==> src/rtl/lsu_wb_master.sv <==
// LSU-to-Wishbone B4 classic master: one single-beat load or store per access.
// Latency: cyc/stb the cycle after a request, lsu ack/err the cycle after termination (3 cycles minimum).
// Backpressure: lsu_stall_o holds the pipeline while a request is pending; slave waits extend BUS until ack/err/timeout.
module lsu_wb_master #(
  parameter int unsigned TIMEOUT = 255
) (
  input  logic        clk_i,
  input  logic        rst_i,
  input  logic [31:0] lsu_addr_i,
  input  logic [31:0] lsu_dat_i,
  input  logic [3:0]  lsu_sel_i,
  input  logic        lsu_we_i,
  input  logic        lsu_re_i,
  output logic [31:0] lsu_dat_o,
  output logic        lsu_ack_o,
  output logic        lsu_err_o,
  output logic        lsu_stall_o,
  output logic        wb_cyc_o,
  output logic        wb_stb_o,
  output logic        wb_we_o,
  output logic [31:0] wb_adr_o,
  output logic [3:0]  wb_sel_o,
  output logic [31:0] wb_dat_o,
  input  logic [31:0] wb_dat_i,
  input  logic        wb_ack_i,
  input  logic        wb_err_i
);

  typedef enum logic [1:0] {
    IDLE = 2'd0,
    BUS  = 2'd1,
    RESP = 2'd2
  } state_t;

  // Counter value on the last BUS cycle before the access is declared dead.
  localparam logic [15:0] CNT_LAST = 16'(TIMEOUT - 1);

  state_t      state_q, state_d;
  logic        cyc_q, cyc_d;
  logic        we_q, we_d;
  logic [31:0] adr_q, adr_d;
  logic [3:0]  sel_q, sel_d;
  logic [31:0] wdat_q, wdat_d;
  logic [31:0] rdat_q, rdat_d;
  logic        err_q, err_d;
  logic [15:0] cnt_q, cnt_d;

  // Next-state logic: latch the request in IDLE, wait for termination in BUS, report in RESP.
  always_comb begin
    state_d = state_q;
    cyc_d   = cyc_q;
    we_d    = we_q;
    adr_d   = adr_q;
    sel_d   = sel_q;
    wdat_d  = wdat_q;
    rdat_d  = rdat_q;
    err_d   = err_q;
    cnt_d   = cnt_q;
    unique case (state_q)
      IDLE: begin
        if (lsu_we_i || lsu_re_i) begin
          state_d = BUS;
          cyc_d   = 1'b1;
          we_d    = lsu_we_i;   // a store wins when both are raised
          adr_d   = lsu_addr_i;
          sel_d   = lsu_sel_i;
          wdat_d  = lsu_dat_i;
          err_d   = 1'b0;
          cnt_d   = 16'd0;
        end
      end
      BUS: begin
        if (wb_err_i) begin
          // err takes priority over a simultaneous ack; no data capture
          state_d = RESP;
          cyc_d   = 1'b0;
          err_d   = 1'b1;
        end else if (wb_ack_i) begin
          state_d = RESP;
          cyc_d   = 1'b0;
          err_d   = 1'b0;
          if (!we_q) begin
            rdat_d = wb_dat_i;
          end
        end else if (cnt_q == CNT_LAST) begin
          state_d = RESP;
          cyc_d   = 1'b0;
          err_d   = 1'b1;
        end else begin
          cnt_d = cnt_q + 16'd1;
        end
      end
      RESP: begin
        state_d = IDLE;
      end
      default: begin
        state_d = IDLE;
        cyc_d   = 1'b0;
      end
    endcase
  end

  // State register; reset aborts any bus cycle without generating a response.
  always_ff @(posedge clk_i) begin
    if (rst_i) begin
      state_q <= IDLE;
      cyc_q   <= 1'b0;
      we_q    <= 1'b0;
      adr_q   <= 32'd0;
      sel_q   <= 4'd0;
      wdat_q  <= 32'd0;
      rdat_q  <= 32'd0;
      err_q   <= 1'b0;
      cnt_q   <= 16'd0;
    end else begin
      state_q <= state_d;
      cyc_q   <= cyc_d;
      we_q    <= we_d;
      adr_q   <= adr_d;
      sel_q   <= sel_d;
      wdat_q  <= wdat_d;
      rdat_q  <= rdat_d;
      err_q   <= err_d;
      cnt_q   <= cnt_d;
    end
  end

  assign wb_cyc_o    = cyc_q;
  assign wb_stb_o    = cyc_q;
  assign wb_we_o     = we_q;
  assign wb_adr_o    = adr_q;
  assign wb_sel_o    = sel_q;
  assign wb_dat_o    = wdat_q;
  assign lsu_dat_o   = rdat_q;
  assign lsu_ack_o   = (state_q == RESP) && !err_q;
  assign lsu_err_o   = (state_q == RESP) && err_q;
  assign lsu_stall_o = (lsu_we_i | lsu_re_i) & (state_q != RESP);

endmodule

==> config.mk <==
export PLATFORM = sky130hd
export DESIGN_NAME = lsu_wb_master
export DESIGN_NICKNAME = d
export VERILOG_FILES = /design/src/rtl/lsu_wb_master.sv
export SDC_FILE = /design/constraint.sdc
export NUM_CORES = 1
export LEC_CHECK = 0
export BUFFER_PORTS_ARGS = -buffer_cell sky130_fd_sc_hd__buf_2
export CAP_MARGIN = 10
export CORE_MARGIN = 1
export CORE_UTILIZATION = 50
export DETAILED_ROUTE_END_ITERATION = 8
export PLACE_DENSITY_LB_ADDON = 0.3
export RECOVER_POWER = 25
export SLEW_MARGIN = 40
export SYNTH_ARGS = -nofsm -noshare
export SYNTH_HDL_FRONTEND = slang
export SYNTH_SLANG_ARGS = --single-unit
==> constraint.sdc <==
create_clock -name clk_i -period 6.41 [get_ports clk_i]
set_clock_uncertainty 0.2 [all_clocks]
set_input_delay 1.923 -clock clk_i [delete_from_list [all_inputs] [get_ports clk_i]]
set_output_delay 1.923 -clock clk_i [all_outputs]
set_load 0.02 [all_outputs]
==> impl_table.tex, run 1 <==
\begin{tabular}{lr}
\hline
Metric & Value \\
\hline
\multicolumn{2}{l}{\textbf{Outcome}} \\
Status & finished, violations left \\
Violations in the final reports & design-rule violations, max-capacitance violations, max-slew violations \\
\multicolumn{2}{l}{\textbf{STA}} \\
Final setup viols & 0 \\
Max Fclk & 208.2 MHz \\
Post-route clock period utilization & 0.7492 \\
Hold violation count in the final report & 0 \\
Slew @ Worst Pin & 2.216 ns \\
Min Tclk post-route & 4.803 ns \\
Final hold slack & 0.2501 ns \\
Setup TNS & 0 ns \\
Pins over their slew limit & 39 \\
Unrepaired setup endpoints after global routing & no \\
Max-Slew Margin vs Limit & -0.4929 \\
\multicolumn{2}{l}{\textbf{Placed design}} \\
Half-perimeter wire length after detailed placement & 8627 µm \\
Final weighted congestion in routability-driven placement & 0.8841 \\
Number of buffers inserted by port buffering & 211 \\
\multicolumn{2}{l}{\textbf{Global route}} \\
Layer carrying the most global-route usage & met2 \\
Pin count of the biggest net entering global routing & 116 \\
Met3 Usage GRT & 0.07946 \\
Total global-route track usage & 0.2670 \\
Met1 Track Usage GR & 0.3037 \\
Aggregate global routing overflow & 0 \\
Number of antenna violations at the first check in global routing & 0 \\
Vias in the first global route & 4419 \\
Wire length of the first global-routing pass & 20370 µm \\
GR met2 Demand/Resource & 0.4491 \\
\multicolumn{2}{l}{\textbf{Setup path}} \\
Capturing element type of the critical path & flop \\
Maximum fanout count along the critical path & 24 \\
Category of the critical setup timing path & primary input to flop \\
Crit start category & primary input \\
Data arrival time of the worst path & 5.02 ns \\
Required time at the worst-slack endpoint & 6.63 ns \\
\multicolumn{2}{l}{\textbf{Clocking}} \\
CTS tree & built \\
Root Buffer Master & sky130\_fd\_sc\_hd\_\_clkbuf\_8 \\
CTS Buf Count & 17 \\
Clk pin slew, worst setup/hold paths & 0.06 ns \\
Number of H-tree branching levels & 4 \\
Post-CTS Resized & 0 \\
Clock latency on the worst-skew pair & 0.51 ns \\
Number of hold buffers added after CTS & 0 \\
Clk sink count & 121 \\
Number of buffers on the longest clock path & 2 \\
Buffer count from post-CTS setup fixing & 0 \\
\multicolumn{2}{l}{\textbf{Power and ir drop}} \\
Worst supply voltage drop on vdd & 0.2117 mV \\
Leakage power of the design & 2.825 nW \\
PD cells & 335.2 nW/µm² \\
\multicolumn{2}{l}{\textbf{Synthesis}} \\
Fraction of the yosys area taken by sequential cells & 0.5267 \\
Biggest area contributors in the synthesized netlist & sky130\_fd\_sc\_hd\_\_dfxtp\_1 (53\%), sky130\_fd\_sc\_hd\_\_nand2\_1 (17\%), sky130\_fd\_sc\_hd\_\_a21oi\_1 (11\%) \\
Number of distinct library cells after synthesis & 40 \\
Most used flip-flop cell after synthesis & sky130\_fd\_sc\_hd\_\_dfxtp\_1 \\
Warning count from the yosys run & 0 \\
Average instance area after synthesis & 7.849 µm² \\
EDFF count, synth & 0 \\
Number of instances in the synthesized netlist & 586 \\
Fraction of post-synthesis cell area in the top cell type by area & 0.5267 \\
Dominant cell type by area after synthesis & sky130\_fd\_sc\_hd\_\_dfxtp\_1 \\
Count of state elements after synthesis & 121 \\
Fraction of registers with async set/reset & 0 \\
Mapped cell area & 4599 µm² \\
Nets in the synthesized netlist & 694 \\
\multicolumn{2}{l}{\textbf{Cells and area}} \\
Antenna Cells & 0 \\
Fraction of layout instances using a drive strength above 1 & 0.3135 \\
Area Growth Syn to Fin & 37.32\% \\
Sequential Area & 2422 µm² \\
Count of nets after finishing & 886 \\
Area taken by multi-input logic gates & 1994 µm² \\
FILL cells & 707 \\
\multicolumn{2}{l}{\textbf{Flow run}} \\
Max-cap viol count & 2 \\
\multicolumn{2}{l}{\textbf{Routing}} \\
Detailed-router iteration count before antenna repair & 7 \\
Routed wirelength normalized by instance count & 14.27 µm \\
Via-per-instance ratio & 5.348 \\
Routed wire length & 12830 µm \\
Remaining design rule violation count & 19 \\
1st-iter DRT viols & 268 \\
Count of nets left with antenna violations after detail routing & 0 \\
Total number of vias & 4808 \\
\multicolumn{2}{l}{\textbf{Die}} \\
Initial core utilization & 0.5223 \\
Die outline area & 9586 µm² \\
Die Width & 97.91 µm \\
Die boundary height & 97.91 µm \\
Core region area & 8806 µm² \\
Number of ports placed on the die boundary & 212 \\
Num rows & 34 \\
\multicolumn{2}{l}{\textbf{Hold path}} \\
Type of the most critical hold path & flop to flop \\
\hline
\end{tabular}
[per-stage QoR]
stage	std cells	util	cell area, µm²	setup WS (ns)	power (W)
2_1_floorplan	586	-	4599	1.976	0.0009931
3_3_place_gp	866	0.6449	5679	1.812	0.001089
3_5_place_dp	867	0.6485	5710	1.729	0.001102
4_1_cts	899	0.7219	6357	1.722	0.002136
5_1_grt	899	0.7172	6316	1.354	0.002195
6_report	899	0.7172	6316	1.607	0.002117
[cells in the mapped netlist, types with 2 or more instances]
library cell and count:
sky130_fd_sc_hd__a21oi_1 105, sky130_fd_sc_hd__a31o_1 2, sky130_fd_sc_hd__a31oi_1 14, sky130_fd_sc_hd__and3_1 3, sky130_fd_sc_hd__buf_2 3, sky130_fd_sc_hd__clkbuf_1 37, sky130_fd_sc_hd__dfxtp_1 121, sky130_fd_sc_hd__ha_1 2
sky130_fd_sc_hd__inv_1 5, sky130_fd_sc_hd__nand2_1 209, sky130_fd_sc_hd__nand2b_1 5, sky130_fd_sc_hd__nand3_1 8, sky130_fd_sc_hd__nand4_1 6, sky130_fd_sc_hd__nor2_1 10, sky130_fd_sc_hd__nor3_1 8, sky130_fd_sc_hd__nor3b_1 2
sky130_fd_sc_hd__nor4_1 7, sky130_fd_sc_hd__o211ai_1 8, sky130_fd_sc_hd__o21ai_0 3, sky130_fd_sc_hd__o31a_1 2, sky130_fd_sc_hd__or2_2 2, sky130_fd_sc_hd__or3_1 4, sky130_fd_sc_hd__or4_1 2, sky130_fd_sc_hd__or4b_1 2
[placed cells by master (no fill, tap or decap), types with 4 or more instances in the layout]
cell type and count:
sky130_fd_sc_hd__buf_2 206, sky130_fd_sc_hd__inv_1 5, sky130_fd_sc_hd__nand2b_1 5, sky130_fd_sc_hd__nand4_1 6, sky130_fd_sc_hd__nor2_1 10, sky130_fd_sc_hd__nand2_1 209
sky130_fd_sc_hd__o211ai_1 8, sky130_fd_sc_hd__clkbuf_16 16, sky130_fd_sc_hd__nor4_1 7, sky130_fd_sc_hd__clkbuf_1 6, sky130_fd_sc_hd__a21oi_1 105, sky130_fd_sc_hd__bufinv_16 5
sky130_fd_sc_hd__dfxtp_1 121, sky130_fd_sc_hd__a31oi_1 14, sky130_fd_sc_hd__nor3_1 8, sky130_fd_sc_hd__or3_1 4, sky130_fd_sc_hd__nand3_1 8
[final cells by class]
class,instances,share of cell area
clock inverters,13,0.03407
well taps,108,0.02139
repair buffers,215,0.1739
flip-flops and latches,121,0.3835
inverters,5,0.002971
clock buffers,19,0.06834
multi-input cells,418,0.3158
[state kept, by name, indices dropped and copies added, names as in the netlist]
register	flops
wb_sel_o	4
wb_cyc_o	1
wb_we_o	1
lsu_dat_o	32
state_q	2
err_q	1
cnt_q	16
wb_adr_o	32
wb_dat_o	32
[worst max-delay path, stage by stage]
cell                       delay [ns]
sky130_fd_sc_hd__clkbuf_1        0.10
sky130_fd_sc_hd__o21ai_0         1.67
sky130_fd_sc_hd__clkbuf_1        0.90
sky130_fd_sc_hd__o211ai_1        0.21
sky130_fd_sc_hd__a21oi_1         0.21
[power by group]
| group | internal [W] | switching [W] |
|---|---|---|
| sequential | 0.000796 | 0.0000231 |
| combinational | 0.0000899 | 0.000174 |
| clock | 0.000686 | 0.000348 |
[cells by family (layout without fill, tap and decap cells)]
kind of cell    after synthesis  count (layout)  share of synthesized area
compound gates              142             142                     0.1719
fa+ha+maj                     2               2                   0.005440
xor+xnor                      1               1                   0.001905
buf+inv                      47             252                    0.03999
simple gates                272             272                     0.2519
mux                           1               1                   0.002176
flops                       121             121                     0.5267
[path summary, 6_finish.rpt]
check	slack, ns	startpoint	end	cells after the start
max	1.61	lsu_we_i	cnt_q[12]$_SDFFE_PP0P_	5
min	0.25	wb_dat_o[7]$_SDFFE_PP0P_	wb_dat_o[7]$_SDFFE_PP0P_	2
max reg2reg	3.31	state_q[0]$_SDFFE_PP0P_	cnt_q[0]$_SDFFE_PP0P_	4
min reg2reg	0.25	wb_dat_o[7]$_SDFFE_PP0P_	wb_dat_o[7]$_SDFFE_PP0P_	2
[metal layers]
layer / part of all wire / up-vias
met5: 0 / -
li1: - / 2370
met3: 0.077 / 29
met1: 0.40 / 2210
met4: 0.028 / 0
met2: 0.49 / 199
Note: power is estimated with default switching activity, not from simulation.
==> run 2: changes to the inputs <==
ABC_AREA = 1   (was not set)
CORE_UTILIZATION = 47   (was 50)
clock period = 4.55 ns   (was 6.41 ns; I/O delays follow)
==> run 2 against run 1 <==
Net effect:
- the run now ends clean
- synthesized cell count grew 7.8%
- global-route usage shrank 1.0 points
- worst hold slack gained 0.015 ns
- routed wire length grew 3.1%
- non-clock buffer count shrank 1
- clock power grew 41%
- sequential share of layout area shrank 0.64 points
- flip-flop and latch count is the same
- combinational power grew 71%
- area after synthesis grew 4.0%
- total power grew 46%
- critical path type unchanged
- largest power group unchanged
- highest routed layer unchanged
==> impl_table.tex, run 2 <==
\begin{tabular}{lr}
\hline
Metric & Value \\
\hline
\multicolumn{2}{l}{\textbf{Outcome}} \\
Status & complete, no violations \\
\multicolumn{2}{l}{\textbf{Die}} \\
Initial core utilization & 0.4871 (-0.03518) \\
Number of ports placed on the die boundary & 212 (unchanged) \\
Num rows & 36 (+5.9\%) \\
Core region area & 9819 µm² (+12\%) \\
Die boundary height & 102.9 µm (+5.1\%) \\
Die Width & 102.9 µm (+5.1\%) \\
Die outline area & 10580 µm² (+10\%) \\
\multicolumn{2}{l}{\textbf{Setup path}} \\
Delay of the slowest cell on the worst path & 0.92 ns (-0.75 ns) \\
Setup slack on the worst flop-to-flop path & 1.88 ns (-1.43 ns) \\
Required time at the worst-slack endpoint & 4.79 ns (-1.84 ns) \\
Category of the critical setup timing path & primary input to flop \\
Worst r2r dst & cnt\_q[0]\$\_SDFFE\_PP0P\_ \\
Logic depth of the worst register-to-register path & 10 (+6) \\
Series of cell instances along the critical path & buf\_2 -> inv\_1 -> clkbuf\_2 -> o21ai\_0 -> nor2\_1 \\
Crit Reg-Reg Startpoint & cnt\_q[0]\$\_SDFFE\_PP0P\_ \\
Data arrival time of the worst path & 3.78 ns (-1.24 ns) \\
Capturing element type of the critical path & flop \\
Crit start category & primary input \\
Maximum fanout count along the critical path & 64 (+170\%) \\
Buffering stage count on the worst path with inverters included & 3 (+1) \\
Cell class contributing the biggest share of worst-path delay & buffers and inverters \\
Cell with the largest stage delay on the worst path & sky130\_fd\_sc\_hd\_\_clkbuf\_2 \\
\multicolumn{2}{l}{\textbf{Global route}} \\
Aggregate global routing overflow & 0 (unchanged) \\
Pin count of the biggest net entering global routing & 71 (-39\%) \\
Total global-route track usage & 0.2569 (-0.01009) \\
Vias in the first global route & 4661 (+5.5\%) \\
Number of antenna violations at the first check in global routing & 0 (unchanged) \\
Wire length of the first global-routing pass & 21110 µm (+3.7\%) \\
\multicolumn{2}{l}{\textbf{Synthesis}} \\
EDFF count, synth & 0 (unchanged) \\
Average instance area after synthesis & 7.569 µm² (-3.6\%) \\
Dominant cell type by area after synthesis & sky130\_fd\_sc\_hd\_\_dfxtp\_1 \\
Mapped cell area & 4783 µm² (+4.0\%) \\
Fraction of the yosys area taken by sequential cells & 0.5064 (-0.02025) \\
Number of distinct library cells after synthesis & 31 (-23\%) \\
Count of state elements after synthesis & 121 (unchanged) \\
Most used flip-flop cell after synthesis & sky130\_fd\_sc\_hd\_\_dfxtp\_1 \\
Nets in the synthesized netlist & 740 (+6.6\%) \\
Number of instances in the synthesized netlist & 632 (+7.8\%) \\
Library cell with the highest instance count after synthesis & sky130\_fd\_sc\_hd\_\_nor2\_1 \\
Warning count from the yosys run & 0 (unchanged) \\
Fraction of post-synthesis cell area in the top cell type by area & 0.5064 (-0.02025) \\
Top cell types by occurrence after synthesis & sky130\_fd\_sc\_hd\_\_nor2\_1 (220), sky130\_fd\_sc\_hd\_\_dfxtp\_1 (121), sky130\_fd\_sc\_hd\_\_o21ai\_0 (95), sky130\_fd\_sc\_hd\_\_nand2\_1 (51), sky130\_fd\_sc\_hd\_\_nand3\_1 (22) \\
Fraction of registers with async set/reset & 0 (unchanged) \\
Biggest area contributors in the synthesized netlist & sky130\_fd\_sc\_hd\_\_dfxtp\_1 (51\%), sky130\_fd\_sc\_hd\_\_nor2\_1 (17\%), sky130\_fd\_sc\_hd\_\_o21ai\_0 (9.9\%) \\
\multicolumn{2}{l}{\textbf{Placed design}} \\
Final weighted congestion in routability-driven placement & 0.8921 (+0.90\%) \\
Half-perimeter wire length after detailed placement & 8864 µm (+2.7\%) \\
Number of buffers inserted by port buffering & 211 (unchanged) \\
\multicolumn{2}{l}{\textbf{Clocking}} \\
Number of buffers on the longest clock path & 2 (unchanged) \\
Buffer count from post-CTS setup fixing & 0 (unchanged) \\
Number of hold buffers added after CTS & 0 (unchanged) \\
Clk sink count & 121 (unchanged) \\
CTS tree & built \\
Root Buffer Master & sky130\_fd\_sc\_hd\_\_clkbuf\_8 \\
CTS Buf Count & 17 (unchanged) \\
Clk pin slew, worst setup/hold paths & 0.06 ns (about the same) \\
Clock latency on the worst-skew pair & 0.51 ns (about the same) \\
Number of H-tree branching levels & 4 (unchanged) \\
Post-CTS Resized & 0 (unchanged) \\
\multicolumn{2}{l}{\textbf{STA}} \\
Pins over their slew limit & 0 (-100\%) \\
Final setup viols & 0 (unchanged) \\
Hold violation count in the final report & 0 (unchanged) \\
Post-route clock period utilization & 0.7786 \\
Slew @ Worst Pin & 1.149 ns (-1.067 ns) \\
Final hold slack & 0.2654 ns (+0.01532 ns) \\
Unrepaired setup endpoints after global routing & no \\
Max Fclk & 282.3 MHz \\
Setup TNS & 0 ns (unchanged) \\
Min Tclk post-route & 3.543 ns \\
Max-Slew Margin vs Limit & 0.2342 (+0.7272) \\
\multicolumn{2}{l}{\textbf{Routing}} \\
Routed wirelength normalized by instance count & 13.61 µm (-4.6\%) \\
Total number of vias & 4814 (+0.12\%) \\
Routed wire length & 13220 µm (+3.1\%) \\
Via-per-instance ratio & 4.958 (-7.3\%) \\
Remaining design rule violation count & 0 (-19) \\
1st-iter DRT viols & 192 (-28\%) \\
Count of nets left with antenna violations after detail routing & 0 (unchanged) \\
Detailed-router iteration count before antenna repair & 4 (-3) \\
\multicolumn{2}{l}{\textbf{Cells and area}} \\
Count of nets after finishing & 934 (+5.4\%) \\
Antenna Cells & 0 (unchanged) \\
Fraction of layout instances using a drive strength above 1 & 0.3162 (+0.002702) \\
Most frequent cells in the layout & sky130\_fd\_sc\_hd\_\_nor2\_1 (220), sky130\_fd\_sc\_hd\_\_buf\_2 (210), sky130\_fd\_sc\_hd\_\_dfxtp\_1 (121) \\
Area Growth Syn to Fin & 34.29\% \\
Most frequent standard cell in the layout excluding fill and tap cells & sky130\_fd\_sc\_hd\_\_nor2\_1 \\
Post-Route Utilization & 0.6542 (-0.06307) \\
\multicolumn{2}{l}{\textbf{Power and ir drop}} \\
Worst supply voltage drop on vdd & 0.2483 mV (+17\%) \\
PD cells & 481.6 nW/µm² (+44\%) \\
Leakage power of the design & 3.150 nW (+11\%) \\
Total power after layout & 0.003093 W (+46\%) \\
\multicolumn{2}{l}{\textbf{Hold path}} \\
Type of the most critical hold path & flop to flop \\
Start point of the worst min-delay path & cnt\_q[4]\$\_SDFFE\_PP0P\_ \\
Endpoint of the worst hold path & cnt\_q[4]\$\_SDFFE\_PP0P\_ \\
Worst hold stages & 2 (unchanged) \\
\multicolumn{2}{l}{\textbf{Flow run}} \\
Max-cap viol count & 0 (-2) \\
\hline
\end{tabular}
==> run 2: worst register-to-register path, stage by stage (launching register included) <==
cell	delay, ns
sky130_fd_sc_hd__dfxtp_1	0.40
sky130_fd_sc_hd__inv_1	0.10
sky130_fd_sc_hd__ha_1	0.21
sky130_fd_sc_hd__nand2_1	0.07
sky130_fd_sc_hd__nor2_1	0.04
sky130_fd_sc_hd__nand2_1	0.06
sky130_fd_sc_hd__nand3_1	0.58
sky130_fd_sc_hd__nand2_1	0.64
sky130_fd_sc_hd__nand2_1	0.10
sky130_fd_sc_hd__nand2_1	0.07
sky130_fd_sc_hd__a21oi_1	0.06
==> run 2: layout make-up <==
type / instances / area, µm²
fillers: 888 / 3396
flip-flops and latches: 121 / 2422
inverters: 21 / 83.83
well taps: 133 / 166.4
clock buffers: 20 / 445.4
multi-input cells: 451 / 2038
clock inverters: 11 / 195.2
repair buffers: 214 / 1072
==> run 2: power breakdown <==
| part | switching (W) | internal (W) |
|---|---|---|
| clock | 0.000478 | 0.000971 |
| sequential | 0.0000435 | 0.00115 |
| combinational | 0.000308 | 0.000144 |
| total | 0.000830 | 0.00226 |
==> run 2: logic make-up after synthesis <==
family / synth area share
simple gates: 0.2760
compound gates: 0.1313
flops: 0.5064
buf+inv: 0.06644
xor+xnor: 0.01465
fa+ha+maj: 0.005231
==> run 2: worst max-delay path by stage <==
stage	startpoint	end	cells after the start
after floorplan	lsu_we_i	lsu_stall_o	2
after global placement	lsu_we_i	lsu_stall_o	4
after detailed placement	lsu_we_i	lsu_stall_o	4
after CTS	lsu_we_i	lsu_stall_o	4
after global routing	rst_i	lsu_dat_o[31]$_SDFFE_PP0P_	5
final	rst_i	lsu_dat_o[16]$_SDFFE_PP0P_	5
==> run 2: metrics by stage <==
| stage | cell area [µm²] | worst slack, ns | instances |
|---|---|---|---|
| after floorplan | 4783 | 1.239 | 632 |
| after global placement | 5807 | 1.047 | 940 |
| after detailed placement | 5807 | 1.044 | 940 |
| after CTS | 6447 | 1.046 | 971 |
| after global routing | 6424 | 0.7255 | 971 |
| final | 6424 | 1.007 | 971 |
==> run 2: per-layer routing <==
layer  vias to the layer above  global-route usage  share of wire
met5                         -                   0              0
met4                         0              0.1430          0.025
met3                        25             0.07051          0.053
met2                       147              0.4462           0.52
met1                      2239              0.2843           0.40
li1                       2403                   -              -
